==> src/rtl/mem_stage_pkg.sv <==
// ---------------------------------------------------------------------------
// mem_stage_pkg
// Shared sizes, FSM state encoding and small helpers for the memory stage.
//   REG_SIZE  : register / data width
//   ADDR_SIZE : data-memory address width
//   REG_ADDR  : register-file index width
// ---------------------------------------------------------------------------
package mem_stage_pkg;

    localparam int REG_SIZE  = 32;
    localparam int ADDR_SIZE = 32;
    localparam int REG_ADDR  = 5;

    typedef enum logic {
        ST_IDLE = 1'b0,
        ST_REQ  = 1'b1
    } state_e;

    // Memory is word addressed on the bus: the byte offset never leaves the stage.
    function automatic logic [ADDR_SIZE-1:0] word_addr(input logic [REG_SIZE-1:0] a);
        return {a[ADDR_SIZE-1:2], 2'b00};
    endfunction

endpackage

==> src/rtl/mem_stage_if.sv <==
// ---------------------------------------------------------------------------
// mem_stage_if
// Bundle of all non-clock/reset signals of the memory stage.
//   execute side : valid_in, alu_result, data_store, do_read, do_write,
//                  is_byte, memtoreg, regwrite_in, dst_reg_in, stall
//   memory side  : mem_req, mem_we, mem_addr, mem_wdata, mem_be,
//                  mem_ack, mem_rdata
//   write-back   : wb_valid, wb_regwrite, wb_data, wb_dst_reg
// slave  = view of the memory stage itself
// master = view of the surrounding pipeline / memory / bench
// ---------------------------------------------------------------------------
interface mem_stage_if;
    import mem_stage_pkg::*;

    logic                  valid_in;
    logic [REG_SIZE-1:0]   alu_result;
    logic [REG_SIZE-1:0]   data_store;
    logic                  do_read;
    logic                  do_write;
    logic                  is_byte;
    logic                  memtoreg;
    logic                  regwrite_in;
    logic [REG_ADDR-1:0]   dst_reg_in;

    logic                  mem_req;
    logic                  mem_we;
    logic [ADDR_SIZE-1:0]  mem_addr;
    logic [REG_SIZE-1:0]   mem_wdata;
    logic [3:0]            mem_be;
    logic                  mem_ack;
    logic [REG_SIZE-1:0]   mem_rdata;

    logic                  stall;
    logic                  wb_valid;
    logic                  wb_regwrite;
    logic [REG_SIZE-1:0]   wb_data;
    logic [REG_ADDR-1:0]   wb_dst_reg;

    modport slave (
        input  valid_in, alu_result, data_store, do_read, do_write,
               is_byte, memtoreg, regwrite_in, dst_reg_in,
               mem_ack, mem_rdata,
        output mem_req, mem_we, mem_addr, mem_wdata, mem_be,
               stall, wb_valid, wb_regwrite, wb_data, wb_dst_reg
    );

    modport master (
        output valid_in, alu_result, data_store, do_read, do_write,
               is_byte, memtoreg, regwrite_in, dst_reg_in,
               mem_ack, mem_rdata,
        input  mem_req, mem_we, mem_addr, mem_wdata, mem_be,
               stall, wb_valid, wb_regwrite, wb_data, wb_dst_reg
    );

endinterface

==> src/rtl/mem_stage_align.sv <==
// ---------------------------------------------------------------------------
// mem_align (combinational)
// Byte-lane handling for the memory stage.
//   i_is_byte    : byte access (else word)
//   i_lane       : byte offset within the word (lane 0 = bits 7:0)
//   i_store_data : register value to store
//   i_load_data  : raw word returned by memory
//   o_be         : byte enables (one-hot for byte, all ones for word)
//   o_wdata      : store data, low byte replicated on every lane for bytes
//   o_load_data  : word as-is, or selected lane sign-extended for bytes
// ---------------------------------------------------------------------------
module mem_align
    import mem_stage_pkg::*;
(
    input  logic                i_is_byte,
    input  logic [1:0]          i_lane,
    input  logic [REG_SIZE-1:0] i_store_data,
    input  logic [REG_SIZE-1:0] i_load_data,
    output logic [3:0]          o_be,
    output logic [REG_SIZE-1:0] o_wdata,
    output logic [REG_SIZE-1:0] o_load_data
);

    logic [7:0]          w_lane_bytes [4];
    logic [3:0]          w_onehot;
    logic [REG_SIZE-1:0] w_repl;
    logic [7:0]          w_sel;

    generate
        for (genvar gi = 0; gi < 4; gi++) begin : g_lane
            assign w_lane_bytes[gi]     = i_load_data[8*gi +: 8];
            assign w_onehot[gi]         = (i_lane == 2'(gi));
            assign w_repl[8*gi +: 8]    = i_store_data[7:0];
        end
    endgenerate

    assign w_sel       = w_lane_bytes[i_lane];
    assign o_be        = i_is_byte ? w_onehot : 4'b1111;
    assign o_wdata     = i_is_byte ? w_repl : i_store_data;
    assign o_load_data = i_is_byte ? {{(REG_SIZE-8){w_sel[7]}}, w_sel} : i_load_data;

endmodule

==> src/rtl/mem_stage.sv <==
// ---------------------------------------------------------------------------
// mem_stage
// Memory pipeline stage: ALU results pass straight to write-back in one
// cycle; loads/stores issue a single held request to data memory and retire
// the cycle after mem_ack. One operation in flight; stall holds upstream.
//   clk   : clock, rising edge
//   reset : asynchronous, active-low
//   bus   : mem_stage_if.slave (execute bundle, memory port, write-back)
// ---------------------------------------------------------------------------
module mem_stage
    import mem_stage_pkg::*;
(
    input  logic         clk,
    input  logic         reset,
    mem_stage_if.slave   bus
);

    state_e                r_state, w_state_next;

    logic                  r_mem_req,   w_mem_req_next;
    logic                  r_mem_we,    w_mem_we_next;
    logic [ADDR_SIZE-1:0]  r_mem_addr,  w_mem_addr_next;
    logic [REG_SIZE-1:0]   r_mem_wdata, w_mem_wdata_next;
    logic [3:0]            r_mem_be,    w_mem_be_next;

    // Captured bundle, needed when the memory answers.
    logic [1:0]            r_lane,      w_lane_next;
    logic                  r_is_byte,   w_is_byte_next;
    logic                  r_memtoreg,  w_memtoreg_next;
    logic                  r_regwrite,  w_regwrite_next;
    logic [REG_ADDR-1:0]   r_dst,       w_dst_next;
    logic [REG_SIZE-1:0]   r_alu,       w_alu_next;

    logic                  r_wb_valid,    w_wb_valid_next;
    logic                  r_wb_regwrite, w_wb_regwrite_next;
    logic [REG_SIZE-1:0]   r_wb_data,     w_wb_data_next;
    logic [REG_ADDR-1:0]   r_wb_dst,      w_wb_dst_next;

    logic [1:0]            w_align_lane;
    logic                  w_align_byte;
    logic [3:0]            w_be;
    logic [REG_SIZE-1:0]   w_wdata;
    logic [REG_SIZE-1:0]   w_load_data;

    // One aligner serves both directions: in IDLE it shapes the incoming
    // store, in REQ it extracts the lane of the captured load.
    assign w_align_lane = (r_state == ST_REQ) ? r_lane    : bus.alu_result[1:0];
    assign w_align_byte = (r_state == ST_REQ) ? r_is_byte : bus.is_byte;

    mem_align u_align (
        .i_is_byte    (w_align_byte),
        .i_lane       (w_align_lane),
        .i_store_data (bus.data_store),
        .i_load_data  (bus.mem_rdata),
        .o_be         (w_be),
        .o_wdata      (w_wdata),
        .o_load_data  (w_load_data)
    );

    always_comb begin
        w_state_next       = r_state;
        w_mem_req_next     = r_mem_req;
        w_mem_we_next      = r_mem_we;
        w_mem_addr_next    = r_mem_addr;
        w_mem_wdata_next   = r_mem_wdata;
        w_mem_be_next      = r_mem_be;
        w_lane_next        = r_lane;
        w_is_byte_next     = r_is_byte;
        w_memtoreg_next    = r_memtoreg;
        w_regwrite_next    = r_regwrite;
        w_dst_next         = r_dst;
        w_alu_next         = r_alu;
        w_wb_valid_next    = 1'b0;
        w_wb_regwrite_next = r_wb_regwrite;
        w_wb_data_next     = r_wb_data;
        w_wb_dst_next      = r_wb_dst;

        case (r_state)
            ST_IDLE: begin
                if (bus.valid_in) begin
                    if (bus.do_read || bus.do_write) begin
                        w_state_next     = ST_REQ;
                        w_mem_req_next   = 1'b1;
                        // read+write together is a write
                        w_mem_we_next    = bus.do_write;
                        w_mem_addr_next  = word_addr(bus.alu_result);
                        w_mem_wdata_next = w_wdata;
                        w_mem_be_next    = w_be;
                        w_lane_next      = bus.alu_result[1:0];
                        w_is_byte_next   = bus.is_byte;
                        w_memtoreg_next  = bus.memtoreg;
                        w_regwrite_next  = bus.regwrite_in;
                        w_dst_next       = bus.dst_reg_in;
                        w_alu_next       = bus.alu_result;
                    end else begin
                        w_wb_valid_next    = 1'b1;
                        w_wb_regwrite_next = bus.regwrite_in;
                        w_wb_data_next     = bus.alu_result;
                        w_wb_dst_next      = bus.dst_reg_in;
                    end
                end
            end
            ST_REQ: begin
                if (bus.mem_ack) begin
                    w_state_next    = ST_IDLE;
                    w_mem_req_next  = 1'b0;
                    w_wb_valid_next = 1'b1;
                    w_wb_dst_next   = r_dst;
                    if (r_mem_we) begin
                        w_wb_regwrite_next = 1'b0;
                        w_wb_data_next     = r_alu;
                    end else begin
                        w_wb_regwrite_next = r_regwrite;
                        w_wb_data_next     = r_memtoreg ? w_load_data : r_alu;
                    end
                end
            end
            default: w_state_next = ST_IDLE;
        endcase
    end

    always_ff @(posedge clk or negedge reset) begin
        if (!reset) begin
            r_state       <= ST_IDLE;
            r_mem_req     <= 1'b0;
            r_mem_we      <= 1'b0;
            r_mem_addr    <= '0;
            r_mem_wdata   <= '0;
            r_mem_be      <= 4'b0000;
            r_lane        <= 2'b00;
            r_is_byte     <= 1'b0;
            r_memtoreg    <= 1'b0;
            r_regwrite    <= 1'b0;
            r_dst         <= '0;
            r_alu         <= '0;
            r_wb_valid    <= 1'b0;
            r_wb_regwrite <= 1'b0;
            r_wb_data     <= '0;
            r_wb_dst      <= '0;
        end else begin
            r_state       <= w_state_next;
            r_mem_req     <= w_mem_req_next;
            r_mem_we      <= w_mem_we_next;
            r_mem_addr    <= w_mem_addr_next;
            r_mem_wdata   <= w_mem_wdata_next;
            r_mem_be      <= w_mem_be_next;
            r_lane        <= w_lane_next;
            r_is_byte     <= w_is_byte_next;
            r_memtoreg    <= w_memtoreg_next;
            r_regwrite    <= w_regwrite_next;
            r_dst         <= w_dst_next;
            r_alu         <= w_alu_next;
            r_wb_valid    <= w_wb_valid_next;
            r_wb_regwrite <= w_wb_regwrite_next;
            r_wb_data     <= w_wb_data_next;
            r_wb_dst      <= w_wb_dst_next;
        end
    end

    assign bus.mem_req     = r_mem_req;
    assign bus.mem_we      = r_mem_we;
    assign bus.mem_addr    = r_mem_addr;
    assign bus.mem_wdata   = r_mem_wdata;
    assign bus.mem_be      = r_mem_be;
    assign bus.stall       = (r_state == ST_REQ);
    assign bus.wb_valid    = r_wb_valid;
    assign bus.wb_regwrite = r_wb_regwrite;
    assign bus.wb_data     = r_wb_data;
    assign bus.wb_dst_reg  = r_wb_dst;

endmodule

==> src/flat_wrapper.sv <==
// flat-port wrapper written by rule: the top's interface ports become plain ports
module mem_stage_flat import mem_stage_pkg::*;
  (clk, reset, bus_valid_in, bus_alu_result, bus_data_store, bus_do_read, bus_do_write, bus_is_byte, bus_memtoreg, bus_regwrite_in, bus_dst_reg_in, bus_mem_ack, bus_mem_rdata, bus_mem_req, bus_mem_we, bus_mem_addr, bus_mem_wdata, bus_mem_be, bus_stall, bus_wb_valid, bus_wb_regwrite, bus_wb_data, bus_wb_dst_reg);
  mem_stage_if bus_i ();
  input  logic clk;
  input  logic reset;
  input wire logic [$bits(bus_i.valid_in)-1:0] bus_valid_in;
  input wire logic [$bits(bus_i.alu_result)-1:0] bus_alu_result;
  input wire logic [$bits(bus_i.data_store)-1:0] bus_data_store;
  input wire logic [$bits(bus_i.do_read)-1:0] bus_do_read;
  input wire logic [$bits(bus_i.do_write)-1:0] bus_do_write;
  input wire logic [$bits(bus_i.is_byte)-1:0] bus_is_byte;
  input wire logic [$bits(bus_i.memtoreg)-1:0] bus_memtoreg;
  input wire logic [$bits(bus_i.regwrite_in)-1:0] bus_regwrite_in;
  input wire logic [$bits(bus_i.dst_reg_in)-1:0] bus_dst_reg_in;
  input wire logic [$bits(bus_i.mem_ack)-1:0] bus_mem_ack;
  input wire logic [$bits(bus_i.mem_rdata)-1:0] bus_mem_rdata;
  output wire logic [$bits(bus_i.mem_req)-1:0] bus_mem_req;
  output wire logic [$bits(bus_i.mem_we)-1:0] bus_mem_we;
  output wire logic [$bits(bus_i.mem_addr)-1:0] bus_mem_addr;
  output wire logic [$bits(bus_i.mem_wdata)-1:0] bus_mem_wdata;
  output wire logic [$bits(bus_i.mem_be)-1:0] bus_mem_be;
  output wire logic [$bits(bus_i.stall)-1:0] bus_stall;
  output wire logic [$bits(bus_i.wb_valid)-1:0] bus_wb_valid;
  output wire logic [$bits(bus_i.wb_regwrite)-1:0] bus_wb_regwrite;
  output wire logic [$bits(bus_i.wb_data)-1:0] bus_wb_data;
  output wire logic [$bits(bus_i.wb_dst_reg)-1:0] bus_wb_dst_reg;
  assign bus_i.valid_in = bus_valid_in;
  assign bus_i.alu_result = bus_alu_result;
  assign bus_i.data_store = bus_data_store;
  assign bus_i.do_read = bus_do_read;
  assign bus_i.do_write = bus_do_write;
  assign bus_i.is_byte = bus_is_byte;
  assign bus_i.memtoreg = bus_memtoreg;
  assign bus_i.regwrite_in = bus_regwrite_in;
  assign bus_i.dst_reg_in = bus_dst_reg_in;
  assign bus_i.mem_ack = bus_mem_ack;
  assign bus_i.mem_rdata = bus_mem_rdata;
  assign bus_mem_req = bus_i.mem_req;
  assign bus_mem_we = bus_i.mem_we;
  assign bus_mem_addr = bus_i.mem_addr;
  assign bus_mem_wdata = bus_i.mem_wdata;
  assign bus_mem_be = bus_i.mem_be;
  assign bus_stall = bus_i.stall;
  assign bus_wb_valid = bus_i.wb_valid;
  assign bus_wb_regwrite = bus_i.wb_regwrite;
  assign bus_wb_data = bus_i.wb_data;
  assign bus_wb_dst_reg = bus_i.wb_dst_reg;
  mem_stage u_core (.clk(clk), .reset(reset), .bus(bus_i));
endmodule
==> config.mk <==
export PLATFORM = sky130hd
export DESIGN_NAME = mem_stage_flat
export DESIGN_NICKNAME = d
export VERILOG_FILES = /design/src/rtl/mem_stage_pkg.sv /design/src/rtl/mem_stage_if.sv /design/src/rtl/mem_stage_align.sv /design/src/rtl/mem_stage.sv /design/src/flat_wrapper.sv
export SDC_FILE = /design/constraint.sdc
export NUM_CORES = 1
export LEC_CHECK = 0
export BUFFER_PORTS_ARGS = -buffer_cell sky130_fd_sc_hd__buf_2
export CAP_MARGIN = 20
export CORE_ASPECT_RATIO = 0.7
export CORE_MARGIN = 5
export CORE_UTILIZATION = 55
export DETAILED_ROUTE_END_ITERATION = 16
export PLACE_DENSITY_LB_ADDON = 0.3
export SLEW_MARGIN = 20
export SYNTH_ARGS = -nofsm -noshare
export SYNTH_HDL_FRONTEND = slang
export SYNTH_SLANG_ARGS = --single-unit
==> constraint.sdc <==
create_clock -name clk -period 3.2 [get_ports clk]
set_input_delay 0.16 -clock clk [delete_from_list [all_inputs] [get_ports clk]]
set_output_delay 0.16 -clock clk [all_outputs]
set_load 0.01 [all_outputs]
==> summary.txt, run 1 <==
Drt
  – Post-DR vias/cell: 6.11
  – WL per Instance: 20.6 µm
  – Met2 Wirelength: between 9 and 10 mm
  – Drt drc: 0
  – Wl on met1: 8.68 mm
  – DRT iter0 DRCs: 589
  – Routed Antenna Nets: 0
  – Highest metal used: met5
  – DRT Pass-1 Iters: 8
  – DR WL met3: ~2.7 mm
  – Total number of vias: 6466
  – Final Routed Wirelength: approximately 22 mm

Clock tree
  – Clock Tree Buf Depth: 2
  – Post-CTS setup buffers: 0
  – Clock sink count: 118
  – CTS Root Cell: clkbuf_16
  – CTS buffer count: 17
  – CTS tree: yes
  – Post-cts resize count: 0
  – Clock Pin Slew Worst Setup and Hold Paths: 0.06 ns
  – Worst-skew pair later-pin latency: 0.42 ns
  – H-Tree Depth: 4

Logic synthesis
  – Number of synthesized flops with an enable pin: 0
  – Top cells by area, synth: dfrtp_1 (47%), nand2_1 (10%), mux2i_1 (6.6%)
  – Synthesized area per cell: 9.25 µm²
  – Sequential fraction of the synthesis area: 46.6%
  – Flop and latch count out of synthesis: 118
  – Synth Cell Area: 6330 µm²
  – Share of the synthesized area in the top cell type: 46.6%
  – Post-synthesis cell type count: 39
  – Post-synth top area cell: dfrtp_1
  – Synth top cells by count: nand2_1 (168), dfrtp_1 (118), mux2i_1 (42), o21ai_0 (42)
  – Post-synth ARST share: 100%
  – Yosys warnings: 0
  – Post-synth top flop: dfrtp_1
  – Top-count cell post-synth: nand2_1
  – Cell count after synthesis: approximately 690

Setup path
  – Critical path capture point type: flip-flop
  – Worst EP required: ~3.5 ns
  – FF-to-FF Start: u_core.bus.stall
  – Worst reg2reg path depth: 4
  – CP Cell Sequence: mux2i_4, buf_4, mux2i_1, o21ai_0
  – CP Class: reg -> reg
  – Arr. time, crit path: 2.88 ns
  – Crit-path leading delay family: multiplexers
  – Buf/Inv on CP: 1
  – CP max stage cell: dfrtp_1
  – Critical path's largest stage delay: 0.84 ns
  – Setup slack, reg-to-reg: 0.61 ns
  – Crit path max fanout: 26
  – CP startpoint kind: flip-flop
  – R2r endpoint: u_core.bus.mem_wdata[15]

Layout
  – Final cell count without fillers: 1059
  – Synth-to-layout area growth: 32.4%
  – Fin nets: 1002
  – Layout cell share with drive strength beyond 1: 30.5%

STA
  – Final setup vio count: 0
  – TNS Setup: 0 ns
  – Fin. Hold Viols: 0
  – Worst-Margin Slew: 0.773 ns
  – F_max: 386 MHz
  – RSZ-0062 raised after global routing: no
  – Max_slew headroom: 48.5%
  – Crit path time final: around 2.6 ns
  – Final Max Tran Viols: 0
  – Fin crit share: 81.0%
  – Max Clock Skew: 0.00887 ns

Place
  – Placed cell count: 987
  – IO buf count: 217
  – Hpwl dp: 14.9 mm
  – Placer Congestion: 0.919

Hold path
  – Hold depth: 3
  – Hold wc startpoint: bus_alu_result[3]
  – Hold Path Class: in -> reg
  – Hold EP: u_core.r_alu[3]

GRT
  – All-Layer GR Usage: 31.7%
  – First-pass GRT wire length: between 30 and 40 mm
  – Largest net degree at the start of global routing: 61
  – Global route overflow: 0
  – Vias in the first global route: approximately 6500
  – Initial antenna violation count: 3

Run
  – Max-cap violations: 0

Floorplan
  – Starting Density: 56.9%
  – Die Width: 138 µm
  – Die Area: 13800 µm²
  – Core ar.: 11100 µm²
  – Top Ports: between 200 and 250
  – Rows: 32
  – Die extent in y: 99.8 µm

Pwr
  – Static leakage: 4.29 nW
  – Peak VDD IR: 505 µV
  – Pwr per Cell Area: 766 nW/µm²

Outcome
  – Status: completed
area by class of cell:
type,instances,area [µm²]
flip-flops and latches,118,2950
multi-input cells,474,2900
fillers,801,2750
repair buffers,272,1670
clock buffers,20,457
well taps,153,191
clock inverters,12,176
inverters,9,33.8
diodes,1,2.50
per-layer routing:
metal / vias up / track usage, %
li1: 2836 / -
met1: 3101 / 42.0
met2: 452 / 48.9
met3: 73 / 12.1
met4: 4 / 9.57
met5: - / 0
placed cells by master (no fill, tap or decap), types with 8 or more instances in the layout:
cell / netlist / routed
a21oi_1: 33 / 33
a221oi_1: 30 / 30
a2bb2oi_1: 32 / 32
a31oi_1: 32 / 32
and3_1: 26 / 26
buf_2: 17 / 216
buf_4: 33 / 12
clkbuf_16: 0 / 17
dfrtp_1: 118 / 118
dlygate4sd3_1: 0 / 39
inv_1: 8 / 8
mux2i_1: 42 / 42
nand2_1: 168 / 168
nor2_1: 9 / 9
nor3b_1: 27 / 27
o21ai_0: 42 / 42
what timing repair did:
item / 4_1_cts / 5_1_grt
endpoints found under the setup margin: 0 / 0
hold endpoints to repair: 96 / 0
hold buffers: 39 / 0
report_power, final:
part	total, W	switching (W)	leakage (nW)	internal [W]
Combinational	0.00208	0.00118	2.52	0.000908
Sequential	0.00228	0.000362	1.46	0.00192
Clock	0.00205	0.000710	0.306	0.00134
Total	0.00642	0.00225	4.29	0.00417
how the worst max path moves through the flow:
stage / from / end / cells after the start
after floorplan: u_core.bus.stall / u_core.bus.wb_data[29] / 6
after global placement: u_core.bus.stall / u_core.bus.wb_data[1] / 5
after CTS: u_core.bus.stall / u_core.bus.mem_wdata[15] / 4
after global routing: u_core.bus.stall / u_core.bus.mem_wdata[20] / 4
after detailed placement: u_core.bus.stall / u_core.bus.mem_wdata[15] / 4
final: u_core.bus.stall / u_core.bus.mem_wdata[15] / 4
cells by family after synthesis:
family | share of synthesized area, %
simple gates | 17.9
flops | 46.6
other cells | 0.0592
buf+inv | 7.98
compound gates | 20.1
mux | 7.35
metrics by stage:
| stage | cell area [µm²] | total power [W] | hold slack, ns | utilization [%] | setup WS [ns] |
|---|---|---|---|---|---|
| floorplan | 6340 | 0.00352 | -0.136 | - | 1.44 |
| global placement | 7310 | 0.00420 | 0.271 | 65.7 | 0.568 |
| detailed placement | 7360 | 0.00430 | 0.280 | 66.1 | 0.690 |
| CTS | 8380 | 0.00639 | 0.00296 | 75.3 | 0.635 |
| global route | 8380 | 0.00674 | 0.0149 | 75.3 | 0.542 |
| finish | 8380 | 0.00642 | 0.00263 | 75.3 | 0.607 |
worst min-delay path: stages:
cell	delay (ns)
buf_2	0.11
nand2_1	0.04
o21ai_0	0.06
Note: power is estimated with default switching activity, not from simulation.
==> run 2: changes to the inputs <==
CORE_UTILIZATION = 51   (was 55)
clock period = 2.5 ns   (was 3.2 ns; I/O delays follow)
==> summary.txt, run 2 (synthesis results as in run 1) <==
Layout
  – Commonest non-fill, non-tap cell in the layout: buf_2
  – Most frequent cells in the layout: buf_2 (216), nand2_1 (168), dfrtp_1 (118), dlygate4sd3_1 (45)
  – Fin nets: ~1000
  – Multi-input gate area: 2900 µm²
  – Layout cell share with drive strength beyond 1: 30.4%
  – Synth-to-layout area growth: 33.3%
  – Fill cells: 959
  – Seq. cell area: 2950 µm²

STA
  – TNS Setup: 0 ns
  – F_max: roughly 450 MHz
  – RSZ-0062 raised after global routing: no
  – Final Max Tran Viols: 0
  – Crit path time final: between 2 and 2.5 ns
  – Max_slew headroom: 39.4%
  – Post-Route Hold Slack: 0.00704 ns
  – Final setup vio count: 0
  – Max Clock Skew: roughly 0.0083 ns
  – Fin crit share: 88.2%
  – Worst-Margin Slew: 0.907 ns
  – Fin. Hold Viols: 0

Hold path
  – Hold wc startpoint: bus_data_store[21]
  – Hold Path Class: in -> reg
  – Hold EP: u_core.bus.mem_wdata[21]
  – Hold depth: 3

Drt
  – DRT Pass-1 Iters: 6
  – Drt drc: 0
  – Routed Antenna Nets: 0
  – DRT iter0 DRCs: 510
  – WL per Instance: ~20 µm
  – Post-DR vias/cell: 5.82
  – Final Routed Wirelength: 21.2 mm
  – Total number of vias: 6271

Pwr
  – Static leakage: 4.30 nW
  – Peak VDD IR: 582 µV
  – Clk pwr share: 32.0%
  – Int Power: 0.00535 W
  – Combinational share of power: about 32%
  – Sw Pwr: 0.00280 W
  – Flop pwr share: 35.6%
  – Sw frac: 34.4%
  – Pwr per Cell Area: 966 nW/µm²

Clock tree
  – CTS buffer count: 17
  – Worst-skew pair later-pin latency: ~0.41 ns
  – Clock Tree Buf Depth: 2
  – CTS Root Cell: clkbuf_16
  – Post-cts resize count: 0
  – CTS tree: yes
  – Clock Pin Slew Worst Setup and Hold Paths: 0.06 ns
  – Post-CTS setup buffers: 0
  – H-Tree Depth: 4
  – Clock sink count: 118

GRT
  – Largest net degree at the start of global routing: between 60 and 70
  – All-Layer GR Usage: 28.6%
  – Vias in the first global route: 6023
  – First-pass GRT wire length: roughly 33 mm
  – Initial antenna violation count: 3
  – Global route overflow: 0

Setup path
  – Crit-path leading delay family: simple AND/OR/NAND/NOR gates
  – CP Cell Sequence: and2_1, nor2_4, buf_4, a221oi_1, a31oi_1
  – Critical path's largest stage delay: 0.72 ns
  – FF-to-FF Start: u_core.bus.stall
  – CP Class: reg -> reg
  – Setup slack, reg-to-reg: 0.30 ns
  – Worst EP required: between 2 and 3 ns
  – CP startpoint kind: flip-flop
  – Critical path capture point type: flip-flop
  – CP max stage cell: nor2_4
  – Crit path max fanout: 38
  – Arr. time, crit path: 2.53 ns
  – Buf/Inv on CP: 1
  – R2r endpoint: u_core.bus.wb_data[18]
  – Worst reg2reg path depth: 5

Floorplan
  – Starting Density: 51.5%
  – Top Ports: 220
  – Die Width: between 100 and 150 µm
  – Core ar.: 12300 µm²
  – Die extent in y: 103 µm
  – Rows: 34
  – Die Area: around 15000 µm²

Place
  – Placer Congestion: 0.901
  – Hpwl dp: 15.0 mm
  – IO buf count: 217

Outcome
  – Status: completed

Run
  – Max-cap violations: 0
-- run 2: cell types whose count changed in the layout (fill, tap and decap cells not counted), sizes merged --
cell         before  now
inv               9   10
buf             233  236
clkinv            6    2
clkinvlp          2    4
clkbuf           20   21
dlygate4sd3      39   45
-- run 2: what timing repair did --
action,4_1_cts,5_1_grt
endpoints found under the hold margin,103,0
setup endpoints to repair,0,0
hold buffers,45,0
-- run 2: worst max path at each step --
stage / from / end / slack [ns] / cells past startpoint
after global routing: u_core.bus.stall / u_core.bus.wb_data[18] / 0.17 / 5
after CTS: u_core.bus.stall / u_core.bus.wb_data[18] / 0.34 / 5
after global placement: u_core.bus.stall / u_core.bus.wb_data[17] / 0.51 / 5
after detailed placement: u_core.bus.stall / u_core.bus.wb_data[18] / 0.39 / 5
after floorplan: u_core.bus.stall / u_core.bus.wb_data[29] / 0.74 / 6
final: u_core.bus.stall / u_core.bus.wb_data[18] / 0.30 / 5
-- run 2: through the flow --
stage	total power, W	util [%]	setup slack (ns)	area, µm²	cells
floorplan	0.00450	-	0.736	6340	686
global placement	0.00539	59.9	0.511	7360	999
detailed placement	0.00549	59.9	0.391	7360	999
CTS	0.00818	68.7	0.340	8440	1076
global route	0.00858	68.7	0.168	8450	1077
finish	0.00816	68.7	0.295	8450	1077
-- run 2: cell type report --
| type | count | area share [%] |
|---|---|---|
| antenna | 1 | 0.0296 |
| clock buffer | 21 | 5.45 |
| clock inverter | 11 | 2.04 |
| inverter | 9 | 0.400 |
| multi-input combinational | 474 | 34.4 |
| sequential | 118 | 35.0 |
| tap | 162 | 2.40 |
| timing repair buffer | 281 | 20.4 |
-- run 2: worst register-to-register path: stages, from the launching register on --
cell and delay (ns):
dfrtp_1 0.43, and2_1 0.21, nor2_4 0.72, buf_4 0.42, a221oi_1 0.15, a31oi_1 0.19
-- run 2: power by group through the flow --
stage	combinational (W)	sequential (W)	clock [W]
after floorplan	0.00150	0.00300	0
after global placement	0.00250	0.00289	0
after detailed placement	0.00258	0.00291	0
after CTS	0.00265	0.00289	0.00264
after global routing	0.00287	0.00297	0.00274
final	0.00264	0.00290	0.00261
-- run 2: per-layer routing --
metal  vias to the layer above  track usage [%]  wire [µm]
li1                       2854                -          -
met1                      3024             39.1       8510
met5                         -                0         27
met2                       359             45.2       9840
met4                         4             6.72        279
met3                        30             8.92       2570
